==> config.mk <==
export PLATFORM = sky130hd
export DESIGN_NAME = bp_me_lce_req_latency_tracker_flat
export DESIGN_NICKNAME = d
export VERILOG_FILES = /design/src/rtl/bp_me_lce_req_latency_tracker_if.sv /design/src/rtl/bp_me_lce_req_latency_tracker.sv /design/src/flat_wrapper.sv
export SDC_FILE = /design/constraint.sdc
export NUM_CORES = 1
export LEC_CHECK = 0
export BUFFER_PORTS_ARGS = -buffer_cell sky130_fd_sc_hd__buf_2
export CORE_MARGIN = 2
export CORE_UTILIZATION = 60
export CTS_CLUSTER_DIAMETER = 100
export DETAILED_ROUTE_END_ITERATION = 8
export GPL_TIMING_DRIVEN = 0
export PLACE_DENSITY = 0.82
export SYNTH_ARGS = -nofsm -noshare
export SYNTH_HDL_FRONTEND = slang
export SYNTH_SLANG_ARGS = --single-unit
==> constraint.sdc <==
create_clock -name clk_i -period 10.2 [get_ports clk_i]
set_clock_uncertainty 0.15 [all_clocks]
set_input_delay 2.04 -clock clk_i [delete_from_list [all_inputs] [get_ports clk_i]]
set_output_delay 2.04 -clock clk_i [all_outputs]
set_load 0.02 [all_outputs]
==> src/rtl/bp_me_lce_req_latency_tracker_if.sv <==
// -----------------------------------------------------------------------------
// bp_me_lce_req_latency_tracker_if
//
// Purpose: bundles the two monitored LCE<->CCE handshakes into one interface.
//
// Handshake semantics (both channels): a transfer happens in a cycle where the
// valid and the ready/yumi are both high at the rising clock edge. Payload
// (type/addr) is only meaningful while valid is high. The tracker only
// observes these signals; it never drives them.
//
// Signals:
//   req_v_i          LCE->CCE request valid
//   req_ready_and_i  CCE ready for the request
//   req_type_i       0=RD miss, 1=WR miss, 2=UC_RD, 3=UC_WR
//   req_addr_i       request physical address
//   cmd_v_i          CCE->LCE command valid
//   cmd_yumi_i       LCE consumes the command
//   cmd_type_i       command type (5 DATA, 6 UC_DATA, 7 UC_ST_DONE, 9 ST_WAKEUP)
//   cmd_addr_i       command physical address
//
// Modports: master = side producing the bus activity (testbench / system),
//           slave  = the latency tracker (observer, all inputs).
// -----------------------------------------------------------------------------
interface bp_me_lce_req_latency_tracker_if #(
    parameter int paddr_width_p = 40
);
    logic                     req_v_i;
    logic                     req_ready_and_i;
    logic [1:0]               req_type_i;
    logic [paddr_width_p-1:0] req_addr_i;
    logic                     cmd_v_i;
    logic                     cmd_yumi_i;
    logic [3:0]               cmd_type_i;
    logic [paddr_width_p-1:0] cmd_addr_i;

    modport master (
        output req_v_i, req_ready_and_i, req_type_i, req_addr_i,
        output cmd_v_i, cmd_yumi_i, cmd_type_i, cmd_addr_i
    );

    modport slave (
        input req_v_i, req_ready_and_i, req_type_i, req_addr_i,
        input cmd_v_i, cmd_yumi_i, cmd_type_i, cmd_addr_i
    );
endinterface

==> src/rtl/bp_me_lce_req_latency_tracker.sv <==
// -----------------------------------------------------------------------------
// bp_me_lce_req_latency_tracker
//
// Purpose: measures the latency of one outstanding LCE request at a time, from
// the cycle it is sent until the matching completion command is received, and
// keeps per-op statistics (count, latency sum), global max/last latency and a
// count of requests that crossed the timeout threshold.
//
// Ports:
//   clk_i        clock, rising edge
//   reset_i      asynchronous, active-low reset
//   bus_if       monitored request/command handshakes (slave modport)
//   clear_i      synchronous clear of all statistics (does not abort tracking)
//   stat_sel_i   0-3 count[op], 4-7 sum[op], 8 max, 9 last, 10 timeout count
//   stat_o       selected statistic, zero-extended, combinational
//   busy_o       a request is outstanding
//   timeout_o    sticky flag: outstanding request reached timeout_p cycles
//   o_dbg_state  current FSM state (0 = IDLE, 1 = WAIT)
// -----------------------------------------------------------------------------
module bp_me_lce_req_latency_tracker #(
    parameter int lat_width_p    = 32,
    parameter int sum_width_p    = 48,
    parameter int timeout_p      = 4096,
    parameter int paddr_width_p  = 40,
    parameter int block_offset_p = 6
) (
    input  logic                                 clk_i,
    input  logic                                 reset_i,
    bp_me_lce_req_latency_tracker_if.slave       bus_if,
    input  logic                                 clear_i,
    input  logic [3:0]                           stat_sel_i,
    output logic [63:0]                          stat_o,
    output logic                                 busy_o,
    output logic                                 timeout_o,
    output logic                                 o_dbg_state
);

    localparam int blk_width_lp = paddr_width_p - block_offset_p;

    typedef enum logic {
        ST_IDLE = 1'b0,
        ST_WAIT = 1'b1
    } state_e;

    state_e                    r_state;
    state_e                    w_state_next;

    logic [1:0]                r_op;
    logic [blk_width_lp-1:0]   r_blk_addr;
    logic [lat_width_p-1:0]    r_lat;
    logic                      r_to_flag;

    logic [lat_width_p-1:0]    r_count [4];
    logic [sum_width_p-1:0]    r_sum   [4];
    logic [lat_width_p-1:0]    r_max;
    logic [lat_width_p-1:0]    r_last;
    logic [lat_width_p-1:0]    r_to_count;

    logic                      w_send;
    logic                      w_recv;
    logic                      w_is_comp;
    logic                      w_addr_match;
    logic                      w_capture;
    logic                      w_complete;
    logic                      w_to_hit;
    logic [sum_width_p:0]      w_sum_ext;
    logic                      w_unused;

    assign w_send       = bus_if.req_v_i & bus_if.req_ready_and_i;
    assign w_recv       = bus_if.cmd_v_i & bus_if.cmd_yumi_i;
    assign w_addr_match = (bus_if.cmd_addr_i[paddr_width_p-1:block_offset_p] == r_blk_addr);

    // Address bits inside the block never take part in matching.
    assign w_unused = ^{bus_if.req_addr_i[block_offset_p-1:0],
                        bus_if.cmd_addr_i[block_offset_p-1:0]};

    always_comb begin
        w_is_comp = 1'b0;
        case (bus_if.cmd_type_i)
            4'h5, 4'h6, 4'h7, 4'h9: w_is_comp = 1'b1;
            default:                w_is_comp = 1'b0;
        endcase
    end

    // Only a completion seen while already in WAIT can close a request; a
    // completion coincident with the send (state still IDLE) is ignored.
    assign w_complete = (r_state == ST_WAIT) & w_recv & w_is_comp & w_addr_match;

    // r_lat can only equal timeout_p once per request unless the counter
    // saturates exactly there, so the sticky flag also gates the count.
    assign w_to_hit = (r_state == ST_WAIT) & (r_lat == lat_width_p'(timeout_p));

    // ---------------- FSM ----------------
    always_ff @(posedge clk_i or negedge reset_i) begin
        if (!reset_i) begin
            r_state <= ST_IDLE;
        end else begin
            r_state <= w_state_next;
        end
    end

    always_comb begin
        w_state_next = r_state;
        w_capture    = 1'b0;
        case (r_state)
            ST_IDLE: begin
                if (w_send) begin
                    w_capture    = 1'b1;
                    w_state_next = ST_WAIT;
                end
            end
            ST_WAIT: begin
                // Sends while waiting are ignored: one request tracked at a time.
                if (w_complete) begin
                    w_state_next = ST_IDLE;
                end
            end
            default: w_state_next = ST_IDLE;
        endcase
    end

    // ---------------- request capture and latency ----------------
    // Latency is loaded with 1 on send so that a completion k cycles after the
    // send cycle observes r_lat == k in its own cycle.
    always_ff @(posedge clk_i or negedge reset_i) begin
        if (!reset_i) begin
            r_op       <= 2'd0;
            r_blk_addr <= '0;
            r_lat      <= '0;
        end else if (w_capture) begin
            r_op       <= bus_if.req_type_i;
            r_blk_addr <= bus_if.req_addr_i[paddr_width_p-1:block_offset_p];
            r_lat      <= lat_width_p'(1);
        end else if (r_state == ST_WAIT) begin
            if (r_lat != '1) begin
                r_lat <= r_lat + lat_width_p'(1);
            end
        end
    end

    always_ff @(posedge clk_i or negedge reset_i) begin
        if (!reset_i) begin
            r_to_flag <= 1'b0;
        end else if ((r_state != ST_WAIT) || w_complete) begin
            r_to_flag <= 1'b0;
        end else if (w_to_hit) begin
            r_to_flag <= 1'b1;
        end
    end

    // ---------------- statistics ----------------
    // One extra bit catches accumulator overflow for saturation.
    assign w_sum_ext = {1'b0, r_sum[r_op]} + (sum_width_p + 1)'(r_lat);

    always_ff @(posedge clk_i or negedge reset_i) begin
        if (!reset_i) begin
            for (int i = 0; i < 4; i++) begin
                r_count[i] <= '0;
                r_sum[i]   <= '0;
            end
            r_max      <= '0;
            r_last     <= '0;
            r_to_count <= '0;
        end else if (clear_i) begin
            // Clear wins over a coincident completion or timeout event.
            for (int i = 0; i < 4; i++) begin
                r_count[i] <= '0;
                r_sum[i]   <= '0;
            end
            r_max      <= '0;
            r_last     <= '0;
            r_to_count <= '0;
        end else begin
            if (w_complete) begin
                if (r_count[r_op] != '1) begin
                    r_count[r_op] <= r_count[r_op] + lat_width_p'(1);
                end
                r_sum[r_op] <= w_sum_ext[sum_width_p] ? '1 : w_sum_ext[sum_width_p-1:0];
                if (r_lat > r_max) begin
                    r_max <= r_lat;
                end
                r_last <= r_lat;
            end
            if (w_to_hit && !r_to_flag && (r_to_count != '1)) begin
                r_to_count <= r_to_count + lat_width_p'(1);
            end
        end
    end

    // ---------------- outputs ----------------
    always_comb begin
        stat_o = '0;
        case (stat_sel_i)
            4'd0, 4'd1, 4'd2, 4'd3: stat_o = 64'(r_count[stat_sel_i[1:0]]);
            4'd4, 4'd5, 4'd6, 4'd7: stat_o = 64'(r_sum[stat_sel_i[1:0]]);
            4'd8:                   stat_o = 64'(r_max);
            4'd9:                   stat_o = 64'(r_last);
            4'd10:                  stat_o = 64'(r_to_count);
            default:                stat_o = '0;
        endcase
    end

    assign busy_o      = (r_state == ST_WAIT);
    assign timeout_o   = r_to_flag | w_to_hit;
    assign o_dbg_state = r_state;

endmodule

==> src/flat_wrapper.sv <==
// flat-port wrapper written by rule: the top's interface ports become plain ports
module bp_me_lce_req_latency_tracker_flat 
#(
    parameter int lat_width_p    = 32,
    parameter int sum_width_p    = 48,
    parameter int timeout_p      = 4096,
    parameter int paddr_width_p  = 40,
    parameter int block_offset_p = 6
)
  (clk_i, reset_i, clear_i, stat_sel_i, stat_o, busy_o, timeout_o, o_dbg_state, bus_if_req_v_i, bus_if_req_ready_and_i, bus_if_req_type_i, bus_if_req_addr_i, bus_if_cmd_v_i, bus_if_cmd_yumi_i, bus_if_cmd_type_i, bus_if_cmd_addr_i);
  bp_me_lce_req_latency_tracker_if #(.paddr_width_p(paddr_width_p)) bus_if_i ();
  input  logic clk_i;
  input  logic reset_i;
  input  logic clear_i;
  input  logic [3:0] stat_sel_i;
  output logic [63:0] stat_o;
  output logic busy_o;
  output logic timeout_o;
  output logic o_dbg_state;
  input wire logic [$bits(bus_if_i.req_v_i)-1:0] bus_if_req_v_i;
  input wire logic [$bits(bus_if_i.req_ready_and_i)-1:0] bus_if_req_ready_and_i;
  input wire logic [$bits(bus_if_i.req_type_i)-1:0] bus_if_req_type_i;
  input wire logic [$bits(bus_if_i.req_addr_i)-1:0] bus_if_req_addr_i;
  input wire logic [$bits(bus_if_i.cmd_v_i)-1:0] bus_if_cmd_v_i;
  input wire logic [$bits(bus_if_i.cmd_yumi_i)-1:0] bus_if_cmd_yumi_i;
  input wire logic [$bits(bus_if_i.cmd_type_i)-1:0] bus_if_cmd_type_i;
  input wire logic [$bits(bus_if_i.cmd_addr_i)-1:0] bus_if_cmd_addr_i;
  assign bus_if_i.req_v_i = bus_if_req_v_i;
  assign bus_if_i.req_ready_and_i = bus_if_req_ready_and_i;
  assign bus_if_i.req_type_i = bus_if_req_type_i;
  assign bus_if_i.req_addr_i = bus_if_req_addr_i;
  assign bus_if_i.cmd_v_i = bus_if_cmd_v_i;
  assign bus_if_i.cmd_yumi_i = bus_if_cmd_yumi_i;
  assign bus_if_i.cmd_type_i = bus_if_cmd_type_i;
  assign bus_if_i.cmd_addr_i = bus_if_cmd_addr_i;
  bp_me_lce_req_latency_tracker #(.lat_width_p(lat_width_p), .sum_width_p(sum_width_p), .timeout_p(timeout_p), .paddr_width_p(paddr_width_p), .block_offset_p(block_offset_p)) u_core (.clk_i(clk_i), .reset_i(reset_i), .bus_if(bus_if_i), .clear_i(clear_i), .stat_sel_i(stat_sel_i), .stat_o(stat_o), .busy_o(busy_o), .timeout_o(timeout_o), .o_dbg_state(o_dbg_state));
endmodule
After elaboration in Yosys (flattened, before gate mapping)
Cells that the tools add are included.
- bits in registers: 486
- output and inout port bits: 67
- word-level logic and storage cells: 114
- $add $sub $neg: 4
- order comparisons: 4
- equal/unequal tests: 19
- mux-type cells: 42
- bitwise logic cells: 10
- reduce and logical (&&, ||, !) cells: 19
- operators by type and width (operator ; count):
    $mux W32 ; 15
    $mux W128 ; 3
    $mux W192 ; 2
    $mux W48 ; 6
    $pmux W48 S5 ; 1
    $bmux W48 S2 ; 2
    $bwmux W192 ; 1
    $bmux W32 S2 ; 2
    $bwmux W128 ; 1
    $add A32 B1 Y32 const B ; 3
    $demux W48 S2 ; 1
    $ne A32 B32 Y1 const B ; 3
    $demux W32 S2 ; 1
    $add A48 B32 Y49 ; 1
    $eq A34 B34 Y1 ; 1
    $eq A32 B13 Y1 const B ; 1
    $gt A32 B32 Y1 ; 1
    $eq A4 B3 Y1 const B ; 7
    $eq A4 B4 Y1 const B ; 4
    $reduce_bool A2 Y1 ; 7
    $reduce_or A4 Y1 ; 3
    $eq A4 B2 Y1 const B ; 2
    $and A1 B1 Y1 ; 6
    $ge A3 B3 Y1 const B ; 2
    12 further kinds ; 22

Depth between registers and ports, before layout
- depth in word-level cells: 9
- mapped depth: 20
- gate-level depth less buffers: 12

Worst setup path before layout
OpenSTA, ideal clock, no wires.
- kind: input to output
- start: input port stat_sel_i[0]
- end: output port stat_o[4]
- data arrival time: 3773 ps
- required time: 8010 ps
- slack: 4237 ps
- stages: 6
- buffers on the path: 3
- path through: clkbuf_1 buf_1 nor4bb_1 clkbuf_1 a222oi_1 o21ai_0
- longest elaborated chain between the ends: 5
- elaborated cells on any way between the ends: 21
- those cells by class: eq/ne: 10; mux: 7; bitwise: 1; reduce/logical: 3
- RTL lines (item ; line ; RTL):
    start: declaration ; flat_wrapper.sv:15 ; input logic [3:0] stat_sel_i;
    $not A2 Y3 (not written as such) ; bp_me_lce_req_latency_tracker.sv:194, bp_me_lce_req_latency_tracker.sv:195 ;
    $bmux W48 S2 / $bmux W32 S2 (equally long branches) ; bp_me_lce_req_latency_tracker.sv:195, bp_me_lce_req_latency_tracker.sv:194 ;
    $mux W48 (not written as such) / $mux W32 (equally long branches) (2 in series) ; bp_me_lce_req_latency_tracker.sv:195, bp_me_lce_req_latency_tracker.sv:194 ;
    $pmux W48 S5 * ; bp_me_lce_req_latency_tracker.sv:193 ; case (stat_sel_i)
    end: declaration ; flat_wrapper.sv:16 ; output logic [63:0] stat_o;
Every way passes the cells marked *; elsewhere a longest branch is shown, timed or not. The select of a mux whose other input is x is not followed.

Final worst setup path
- start: input port stat_sel_i[0]
- end: output port stat_o[27]
Same word-level chain as after synthesis.

==> results.tsv <==
metric	value	unit
drive_gt1_share	15.9	%
r2r_cells	17	
wl_per_cell	24.4	µm
ant_nets	0	
reg2reg_slack	3.43	ns
insertion_delay	0.63	ns
antenna_found_initial	2	
synth_area_per_cell	10.2	µm²
cts.sinks	486	
fp.dieW	223	µm
grt_pass1_vias	24900	
die_h	223	µm
power_frac_seq	40.7	%
final_cells	3677	
cp-startpoint	stat_sel_i[0]	
fmax	0.129	GHz
cts-resized-gates	0	
clkPwrFrac	39.3	%
fin_util	67.7	%
slowest_stage	nor4bb_1	
rsz0062_at_grt	false	
hold_viol	0	
final-seq-area	0.0122	mm²
std_cell_rows	80	
post-route-drc-count	0	
period_minus_slack	7.75	ns
clkSlewWorstSetupHoldPaths	0.06	ns
place.port_buffers	133	
fp.coreArea	0.0474	mm²
slowest_delay	1.26	ns
multi_input_area	0.0154	mm²
postCtsSetupRepairBufs	0	
slew_headroom	8.77	%
gr-total-overflow	0	
num_vias	24600	
switching_share	31.0	%
endpoint_kind	output port	
fillers	3483	
grt_first_pass_wirelength	139000	µm
yosys_warnings	0	
firstDrtPassIters	9	
path_max_fanout	10	
synthArstFlopShare	100	%
path_delay_family	buffers and inverters	
maxCapViolations	0	
clockBufferDepth	3	
hold_depth	2	
critPathArrivalTime	5.56	ns
synthFlopType	dfrtp_1	
critical_path.cell_chain	buf_2 > clkbuf_1 > buf_1 > nor4bb_1 > clkbuf_1 > a222oi_1 > o21ai_0 > buf_2	
syn-cell-area	0.0287	mm²
startpoint_type	primary input	
peakVddDrop	0.154	mV
min-delay-start	u_core.r_blk_addr[5]	
finalCritPeriodShare	76.0	%
die_area	0.0496	mm²
cts_tree	built	
grt.total_usage	36.3	%
synth-edff-count	0	
synth_cell_types	92	
reg2reg_to	u_core.r_sum[138]	
htree_num_levels	2	
drtIter0Drc	3321	
cts_root_buffer	clkbuf_16	
p_leak	13.9	nW
p_int	3.60	mW
pre_cts_ws	2.59	ns
vias_per_cell	6.70	
area_growth	12.1	%
syn_inst	2813	
cp_num_buf_inv	5	
finalSetupTns	0	ns
setup_viol	0	
powerDensity	162	mW/mm²
initial_core_util	60.4	%
holdBufCountCts	0	
hold_path_class	reg -> reg	
r2r_start	u_core.r_op[1]	
io_pins	164	
worst_pin_slew	1.35	ns
hold_path_end	u_core.r_blk_addr[5]	
required	8.01	ns
dp_hpwl	64800	µm
switching_power	1.62	mW
wirelength	89800	µm
placedCellCount	3580	
cts_buffers	52	
synth_seq_cells	486	
grt_max_degree	118	
fin_ws	2.45	ns
gp_congestion	0.938	
power_frac_comb	20.0	%
seq_area_frac_synth	42.4	%
slew_viol_final	0	
status	completed	
critPathKind	in -> out	
nets	3185	
placed cells by master, fill, tap and decap left out, types with 57 or more instances in the layout:
| master | Yosys | routed |
|---|---|---|
| a21oi_1 | 57 | 57 |
| buf_2 | 38 | 170 |
| clkbuf_1 | 109 | 121 |
| dfrtp_1 | 486 | 486 |
| ha_1 | 68 | 68 |
| mux2i_1 | 109 | 109 |
| mux4_2 | 145 | 145 |
| nand2_1 | 487 | 487 |
| nand2b_1 | 78 | 78 |
| nor2_1 | 188 | 188 |
| o21ai_0 | 286 | 286 |
| o31ai_1 | 79 | 79 |
| xor2_1 | 92 | 92 |
per-layer routing:
layer	global-route usage [%]	part of all wire [%]
met5	0	0
met4	20.2	5.7
met3	8.98	11
met2	57.3	47
met1	46.3	37
power groups by stage:
stage	logic (mW)	clock network, mW	registers (mW)
after detailed placement	1.02	0	2.16
final	1.04	2.05	2.13
after global routing	1.12	2.13	2.13
after global placement	0.988	0	2.15
after floorplan	0.692	0	2.11
after CTS	1.03	2.05	2.12
how the worst max path moves through the flow:
stage,to,slack [ns],cells past startpoint
final,stat_o[27],2.45,8
after global routing,stat_o[10],2.24,8
after CTS,stat_o[25],2.58,8
after detailed placement,stat_o[25],2.59,8
after global placement,u_core.r_sum[181],-2.46,1
after floorplan,stat_o[4],4.24,6
through the flow:
step | power (mW) | cell area, µm² | hold slack, ns
2_1_floorplan | 2.80 | 28700 | 0.305
3_3_place_gp | 3.14 | 30200 | 0.323
3_5_place_dp | 3.17 | 30300 | 0.333
4_1_cts | 5.20 | 32100 | 0.348
5_1_grt | 5.38 | 32100 | 0.364
6_report | 5.22 | 32100 | 0.343
kinds of logic after synthesis:
family | share of synthesized area [%]
AOI/OAI and AO/OA | 12.7
xor gates and xnor gates | 4.40
adders and majority gates | 3.04
buffers and inverters | 4.21
DFF | 42.4
muxes | 16.6
other | 0.0131
and+or+nand+nor | 16.6
sequential cells by signal, summed over array words and instances (netlist names):
register	flops
u_core.busy_o	1
u_core.r_count	128
u_core.r_op	2
u_core.r_to_flag	1
u_core.r_lat	32
u_core.r_blk_addr	34
u_core.r_last	32
u_core.r_to_count	32
u_core.r_sum	192
u_core.r_max	32
Yosys cell counts, types with 5 or more instances:
master,count,share of area [%]
nand2_1,487,6.4
dfrtp_1,486,42
o21ai_0,286,5.0
nor2_1,188,2.5
mux4_2,145,11
clkbuf_1,109,1.4
mux2i_1,109,3.8
xor2_1,92,2.8
o31ai_1,79,2.1
nand2b_1,78,1.7
ha_1,68,3.0
a21oi_1,57,0.99
inv_1,56,0.73
xnor2_1,52,1.6
nand3_1,46,0.80
buf_2,38,0.66
nand4_1,37,0.81
a222oi_1,32,1.1
buf_4,26,0.68
nor2b_1,24,0.52
a22o_1,23,0.70
and3_1,22,0.48
nor3_1,20,0.35
a21o_1,19,0.50
and2_1,17,0.37
nor4_1,17,0.37
mux4_1,15,1.4
and4_1,13,0.40
buf_1,11,0.14
or3_1,11,0.24
a31oi_1,10,0.22
o21ai_1,10,0.17
a2bb2oi_1,8,0.24
buf_6,8,0.31
and3_4,7,0.27
a22oi_1,6,0.16
a211oi_1,5,0.13
nor4b_1,5,0.15
o211ai_1,5,0.13
o21bai_1,5,0.13
o41ai_1,5,0.15
cell type report:
class                   instances  area share, %
diodes                          2         0.0156
plain buffers                 196           3.08
clock buffers                  74           4.62
clock inverters                21           1.07
inverters                      58          0.678
multi-input cells            2088           47.9
flip-flops and latches        486           37.8
well taps                     615           2.39
repair buffers                137           2.45
worst reg2reg max path, cell delays in order, from the launching register on:
cell,delay (ns)
dfrtp_1,0.32
buf_4,0.21
buf_2,0.40
buf_2,0.41
buf_2,0.32
buf_1,0.52
clkbuf_1,0.62
mux4_2,0.46
ha_1,0.29
clkbuf_1,0.26
nand4_1,0.17
nor3_1,0.36
nand2_1,0.08
o21ai_0,0.65
a31oi_1,0.32
nand2b_1,0.31
o32ai_1,0.56
o21ai_0,0.20
Power figures use the tool's default switching activity.
